<file path="config.mk">
export PLATFORM = sky130hd
export DESIGN_NAME = ecc_apb_job_master
export DESIGN_NICKNAME = d
export VERILOG_FILES = /design/src/rtl/ecc_pkg.sv /design/src/rtl/ecc_timeout_cnt.sv /design/src/rtl/ecc_apb_job_master.sv
export SDC_FILE = /design/constraint.sdc
export NUM_CORES = 1
export LEC_CHECK = 0
export BUFFER_PORTS_ARGS = -buffer_cell sky130_fd_sc_hd__buf_4
export CAP_MARGIN = 0
export CORE_UTILIZATION = 46
export CTS_CLUSTER_SIZE = 8
export DETAILED_ROUTE_END_ITERATION = 7
export GPL_TIMING_DRIVEN = 0
export PLACE_DENSITY = 0.74
export SETUP_SLACK_MARGIN = 0.5
export SKIP_LAST_GASP = 1
export SLEW_MARGIN = 15
export SYNTH_ARGS = -nofsm -noshare
export SYNTH_HDL_FRONTEND = slang
export SYNTH_SLANG_ARGS = --single-unit
</file>
<file path="constraint.sdc">
create_clock -name clk -period 4.3 [get_ports clk]
set_input_delay 0.215 -clock clk [delete_from_list [all_inputs] [get_ports clk]]
set_output_delay 0.215 -clock clk [all_outputs]
set_load 0.05 [all_outputs]
</file>
<file path="src/rtl/ecc_pkg.sv">
// Shared definitions for the ecc_enc_dec APB job master: FSM states, register
// map, op/width codes and the ordered write list.
package ecc_pkg;

   typedef enum logic [2:0] {
      S_IDLE,
      S_SETUP,
      S_ACCESS,
      S_WAIT_DONE,
      S_RESULT
   } state_t;

   localparam logic [3:0] REG_CTRL     = 4'h0;
   localparam logic [3:0] REG_DATA_IN  = 4'h4;
   localparam logic [3:0] REG_CW_WIDTH = 4'h8;
   localparam logic [3:0] REG_NOISE    = 4'hC;

   localparam logic [1:0] OP_ENC  = 2'b00;
   localparam logic [1:0] OP_DEC  = 2'b01;
   localparam logic [1:0] OP_FULL = 2'b10;

   localparam logic [1:0] W_8  = 2'b00;
   localparam logic [1:0] W_16 = 2'b01;
   localparam logic [1:0] W_32 = 2'b10;

   // CTRL always goes last: its ACCESS phase is what starts ecc_enc_dec.
   function automatic logic [3:0] wr_reg(input logic [1:0] idx, input logic full);
      case (idx)
         2'd0:    wr_reg = REG_CW_WIDTH;
         2'd1:    wr_reg = REG_DATA_IN;
         2'd2:    wr_reg = full ? REG_NOISE : REG_CTRL;
         default: wr_reg = REG_CTRL;
      endcase
   endfunction

   function automatic logic wr_is_last(input logic [1:0] idx, input logic full);
      return full ? (idx == 2'd3) : (idx == 2'd2);
   endfunction

endpackage

</file>
<file path="src/rtl/ecc_timeout_cnt.sv">
// Saturating cycle counter used to bound the wait for operation_done.
module ecc_timeout_cnt #(
   parameter int unsigned TIMEOUT_CYCLES = 64
) (
   input  logic clk_i,
   input  logic rst_i,
   input  logic clr_i,
   input  logic en_i,
   output logic expired_o
);
   localparam int unsigned CW = (TIMEOUT_CYCLES > 2) ? $clog2(TIMEOUT_CYCLES) : 1;

   logic [CW-1:0] cnt_q, cnt_d;

   assign expired_o = (cnt_q == CW'(TIMEOUT_CYCLES - 1));

   always_comb begin
      cnt_d = cnt_q;
      if (clr_i)
         cnt_d = '0;
      else if (en_i && !expired_o)
         cnt_d = cnt_q + CW'(1);
   end

   always_ff @(posedge clk_i or posedge rst_i) begin
      if (rst_i) cnt_q <= '0;
      else       cnt_q <= cnt_d;
   end
endmodule

</file>
<file path="src/rtl/ecc_apb_job_master.sv">
// Takes one ECC job, programs ecc_enc_dec over APB (CTRL last), waits for
// operation_done with a timeout, and returns the result on a valid/ready port.
module ecc_apb_job_master
   import ecc_pkg::*;
#(
   parameter int unsigned DATA_WIDTH      = 32,
   parameter int unsigned AMBA_ADDR_WIDTH = 20,
   parameter int unsigned AMBA_WORD       = 32,
   parameter int unsigned TIMEOUT_CYCLES  = 64
) (
   input  logic                       clk,
   input  logic                       rst,
   input  logic                       job_valid,
   output logic                       job_ready,
   input  logic [1:0]                 job_ctrl,
   input  logic [1:0]                 job_width,
   input  logic [DATA_WIDTH-1:0]      job_data,
   input  logic [DATA_WIDTH-1:0]      job_noise,
   output logic [AMBA_ADDR_WIDTH-1:0] PADDR,
   output logic [AMBA_WORD-1:0]       PWDATA,
   output logic                       PSEL,
   output logic                       PENABLE,
   output logic                       PWRITE,
   input  logic                       enc_op_done,
   input  logic [DATA_WIDTH-1:0]      enc_data_out,
   input  logic [1:0]                 enc_num_of_errors,
   output logic                       res_valid,
   input  logic                       res_ready,
   output logic [DATA_WIDTH-1:0]      res_data,
   output logic [1:0]                 res_errors,
   output logic                       res_timeout
);
   state_t                     state_q;
   logic [1:0]                 wr_idx_q, ctrl_q, width_q;
   logic [DATA_WIDTH-1:0]      data_q, noise_q;
   logic                       job_ready_q, psel_q, penable_q, pwrite_q;
   logic [AMBA_ADDR_WIDTH-1:0] paddr_q;
   logic [AMBA_WORD-1:0]       pwdata_q;
   logic                       res_valid_q, res_timeout_q;
   logic [DATA_WIDTH-1:0]      res_data_q;
   logic [1:0]                 res_errors_q;

   logic [1:0]           wr_nxt_idx;
   logic [3:0]           wr_nxt_reg;
   logic [AMBA_WORD-1:0] wr_nxt_data;
   logic                 wr_last, tmo_expired;

   // ctrl=11 is handled as full channel, so bit 1 alone selects the NOISE write.
   always_comb begin
      wr_nxt_idx = wr_idx_q + 2'd1;
      wr_nxt_reg = wr_reg(wr_nxt_idx, ctrl_q[1]);
      wr_last    = wr_is_last(wr_idx_q, ctrl_q[1]);
      case (wr_nxt_reg)
         REG_CW_WIDTH: wr_nxt_data = AMBA_WORD'(width_q);
         REG_DATA_IN:  wr_nxt_data = AMBA_WORD'(data_q);
         REG_NOISE:    wr_nxt_data = AMBA_WORD'(noise_q);
         default:      wr_nxt_data = AMBA_WORD'(ctrl_q);
      endcase
   end

   ecc_timeout_cnt #(.TIMEOUT_CYCLES(TIMEOUT_CYCLES)) u_tmo (
      .clk_i     (clk),
      .rst_i     (rst),
      .clr_i     ((state_q == S_ACCESS) && wr_last),
      .en_i      (state_q == S_WAIT_DONE),
      .expired_o (tmo_expired)
   );

   always_ff @(posedge clk or posedge rst) begin
      if (rst) begin
         state_q       <= S_IDLE;
         wr_idx_q      <= '0;
         ctrl_q        <= '0;
         width_q       <= '0;
         data_q        <= '0;
         noise_q       <= '0;
         job_ready_q   <= 1'b0;
         psel_q        <= 1'b0;
         penable_q     <= 1'b0;
         pwrite_q      <= 1'b0;
         paddr_q       <= '0;
         pwdata_q      <= '0;
         res_valid_q   <= 1'b0;
         res_data_q    <= '0;
         res_errors_q  <= '0;
         res_timeout_q <= 1'b0;
      end else begin
         case (state_q)
            S_IDLE: begin
               if (job_valid && job_ready_q) begin
                  ctrl_q      <= job_ctrl;
                  width_q     <= job_width;
                  data_q      <= job_data;
                  noise_q     <= job_noise;
                  wr_idx_q    <= '0;
                  job_ready_q <= 1'b0;
                  psel_q      <= 1'b1;
                  pwrite_q    <= 1'b1;
                  penable_q   <= 1'b0;
                  paddr_q     <= AMBA_ADDR_WIDTH'(REG_CW_WIDTH);
                  pwdata_q    <= AMBA_WORD'(job_width);
                  state_q     <= S_SETUP;
               end else begin
                  job_ready_q <= 1'b1;
               end
            end
            S_SETUP: begin
               penable_q <= 1'b1;
               state_q   <= S_ACCESS;
            end
            S_ACCESS: begin
               if (wr_last) begin
                  psel_q    <= 1'b0;
                  penable_q <= 1'b0;
                  pwrite_q  <= 1'b0;
                  pwdata_q  <= '0;
                  state_q   <= S_WAIT_DONE;
               end else begin
                  wr_idx_q  <= wr_nxt_idx;
                  penable_q <= 1'b0;
                  paddr_q   <= AMBA_ADDR_WIDTH'(wr_nxt_reg);
                  pwdata_q  <= wr_nxt_data;
                  state_q   <= S_SETUP;
               end
            end
            S_WAIT_DONE: begin
               if (enc_op_done) begin
                  res_valid_q   <= 1'b1;
                  res_data_q    <= enc_data_out;
                  res_errors_q  <= enc_num_of_errors;
                  res_timeout_q <= 1'b0;
                  state_q       <= S_RESULT;
               end else if (tmo_expired) begin
                  res_valid_q   <= 1'b1;
                  res_data_q    <= '0;
                  res_errors_q  <= '0;
                  res_timeout_q <= 1'b1;
                  state_q       <= S_RESULT;
               end
            end
            S_RESULT: begin
               if (res_ready) begin
                  res_valid_q <= 1'b0;
                  job_ready_q <= 1'b1;
                  state_q     <= S_IDLE;
               end
            end
            default: state_q <= S_IDLE;
         endcase
      end
   end

   assign job_ready   = job_ready_q;
   assign PSEL        = psel_q;
   assign PENABLE     = penable_q;
   assign PWRITE      = pwrite_q;
   assign PADDR       = paddr_q;
   assign PWDATA      = pwdata_q;
   assign res_valid   = res_valid_q;
   assign res_data    = res_data_q;
   assign res_errors  = res_errors_q;
   assign res_timeout = res_timeout_q;
endmodule
</file>
==> impl_results.md <==
- Post-Syn Area: 0.006297 mm2
- Number of post-CTS setup repair buffers: 0
- DR iter-0 viols: 437
- Slew margin rel.: 48.02%
- Antenna-violating nets left: 0
- Most frequent cells in the layout: nand2_1 (244), buf_4 (199), dfrtp_1 (152)
- IO Port Bufs: 180
- Crit share post-route: 56.00%
- Share of post-route cells with drive strength above 1: 27.86%
- Dominant synthesized flop cell: dfrtp_1
- Sum of negative setup slack: 0 ns
- Total power: 6.751 mW
- Fin util: 68.61%
- DR vias: 5689
- CTS max path bufs: 2
- Hold/Removal Path Class: in2reg
- WHS: 0.01213 ns
- Post-Syn Area per Cell: 9.840 um2
- Core Area: 0.01330 mm2
- Gpl congestion: 0.8369
- R2R depth: 8
- Commonest non-fill, non-tap cell in the layout: nand2_1
- CTS tree: done
- Layout Cells excl Fill: 1102
- Hold Path End: noise_q[22]$_DFFE_PP0P_
- Pwr/cell area: 740.2 mW/mm2
- Clock Sinks: 152
- First-pass GRT wire length: 28800 um
- Initial antenna violation count: 0
- FILL cells: 1051
- RR Startpoint: wr_idx_q[1]$_DFFE_PP0P_
- Final instance area: 0.009121 mm2
- Total congestion overflow: 0
- Status: finished, final reports clean
- Area after DPL: 0.008016 mm2
- Leakage: 4.746 nW
- Avg Vias per Cell: 5.162
- R2R Path End: PWDATA[20]$_DFFE_PP0P_
- Setup crit start kind: flop
- DP HPWL: 11850 um
- Vias in the first global route: 5849
- Number of enable flip-flop cells after synthesis: 0
- Clk slew on worst S/H paths: 0.06 ns
- Max Cap Viol: 0
- Arrival @ worst endpoint: 2.74 ns
- Measured slew at the worst slew-check pin: 0.7780 ns
- Die footprint: 0.01416 mm2
- Flop2flop setup slack: 1.89 ns
- Htree depth: 4
- Crit Path Class: reg2reg
- Distinct cells, synth: 42
- DRT Pass-1 Iters: 4
- Peak VDD IR: 389.4 uV
- Yosys warnings: 0
- Num ports: 199
- Final Max Slew Viols: 0
- Die Y: 119.0 um
- Final setup fails: 0
- Drt wl/cell: 16.00 um
- Clock skew: 0.005895 ns
- Hold_sp: job_noise[22]
- Area grow syn2layout: 44.84%
- Final hold violation count: 0
- Hold path depth: 3
- Clock latency on the worst-skew pair: 0.42 ns
- Final routed DRC violation total: 0
- Initial Utilization: 47.36%
- Final #Nets: 1027
- Die X-Extent: 119.0 um
- Max Clk Rate: 415.3 MHz
- Root Buffer: clkbuf_16
- TritonCTS Buffers: 17
- Crit Path Max Fanout: 10
- FF+latch count, synth: 152
- Synth Instances: 640
- Unrepaired setup endpoints after global routing: false
- CP Capture Type: flop
- WL final: 17630 um
- Largest net degree at the start of global routing: 37
- Ys async rst share: 100.0%
- GRT Util Overall: 26.50%
- CP required: 4.63 ns
- # diodes: 0
- Register area share after synthesis: 60.40%
- Period minus WS final: 2.408 ns
- # rows: 42
- Placed instance count: 1017
- Slack of the critical path: 1.892 ns
- Setup WS pre-CTS: 1.983 ns
[area by class of cell]
type / count / area, um2 / area share [%]
repair buffers: 242 / 2012 / 22.06
well taps: 176 / 220.2 / 2.414
flip-flops and latches: 152 / 3804 / 41.70
plain buffers: 60 / 354.1 / 3.882
inverters: 6 / 26.28 / 0.2881
clock inverters: 5 / 50.05 / 0.5487
multi-input cells: 439 / 2181 / 23.91
clock buffers: 22 / 474.2 / 5.199
[cell families after synthesis]
logic type | synth area share [%]
adders and majority gates | 0.3973
DFF | 60.40
other | 0.05955
AOI/OAI and AO/OA | 14.58
buffers and inverters | 5.981
xor gates and xnor gates | 0.4173
and+or+nand+nor | 18.00
muxes | 0.1590
[worst max-delay path: stages, from the launching register on]
cell,delay [ns]
dfrtp_1,0.40
clkbuf_1,0.36
inv_1,0.09
ha_1,0.20
and2_1,0.22
nor3_1,0.40
buf_2,0.33
a22oi_1,0.13
o21ai_0,0.18
[registers in the layout, indices dropped and copies added (netlist names)]
name / cells
PWDATA: 32
data_q: 32
noise_q: 32
res_data: 32
u_tmo.cnt_q: 6
state_q: 3
PADDR: 2
ctrl_q: 2
res_errors: 2
width_q: 2
wr_idx_q: 2
PENABLE: 1
PWRITE: 1
job_ready: 1
res_timeout: 1
res_valid: 1
[layer usage]
layer  global-route usage [%]  vias up  wire, um
met1                    32.33     2737      7327
met4                    10.28        0       359
met5                        0        -         0
met2                    44.91      252      8680
li1                         -     2668         -
met3                    6.849       32      1259
[how the worst max path moves through the flow]
stage / start / end / slack, ns / cells past startpoint
2_1_floorplan: rst / PADDR[2]$_DFFE_PP0P_ / 2.17 / 1
3_3_place_gp: rst / PWDATA[21]$_DFFE_PP0P_ / 1.30 / 2
3_5_place_dp: wr_idx_q[1]$_DFFE_PP0P_ / PWDATA[20]$_DFFE_PP0P_ / 1.98 / 8
4_1_cts: wr_idx_q[1]$_DFFE_PP0P_ / PWDATA[26]$_DFFE_PP0P_ / 1.91 / 8
5_1_grt: wr_idx_q[1]$_DFFE_PP0P_ / PWDATA[21]$_DFFE_PP0P_ / 1.68 / 8
6_report: wr_idx_q[1]$_DFFE_PP0P_ / PWDATA[20]$_DFFE_PP0P_ / 1.89 / 8
[power breakdown]
group	internal [mW]	leakage, nW	switching [mW]	total, mW
Combinational	1.03	2.55	2.02	3.05
Clock	0.820	0.263	0.525	1.34
Sequential	2.01	1.93	0.348	2.36
Total	3.86	4.75	2.89	6.75
[synth_stat cells (2+ instances only)]
cell,instances,area share [%]
dfrtp_1,152,60
a22o_1,34,4.7
a211oi_1,2,0.24
nor3_1,3,0.24
a22oi_1,32,3.8
xnor2_1,2,0.28
and2_1,3,0.30
o31ai_1,3,0.36
nor2_1,10,0.60
and3_1,3,0.30
nor2b_1,4,0.40
o21ai_1,10,0.79
buf_4,19,2.3
a21oi_1,12,0.95
clkbuf_1,15,0.89
inv_1,6,0.36
o21ai_0,30,2.4
buf_2,22,1.7
nand2_1,244,15
buf_6,4,0.72
nand3_1,8,0.64
ha_1,2,0.40
[timing repair]
item,4_1_cts,5_1_grt
endpoints found under the hold margin,90,1
resized for setup,0,0
hold buffers,57,1
(Power assumes the default switching activity.)
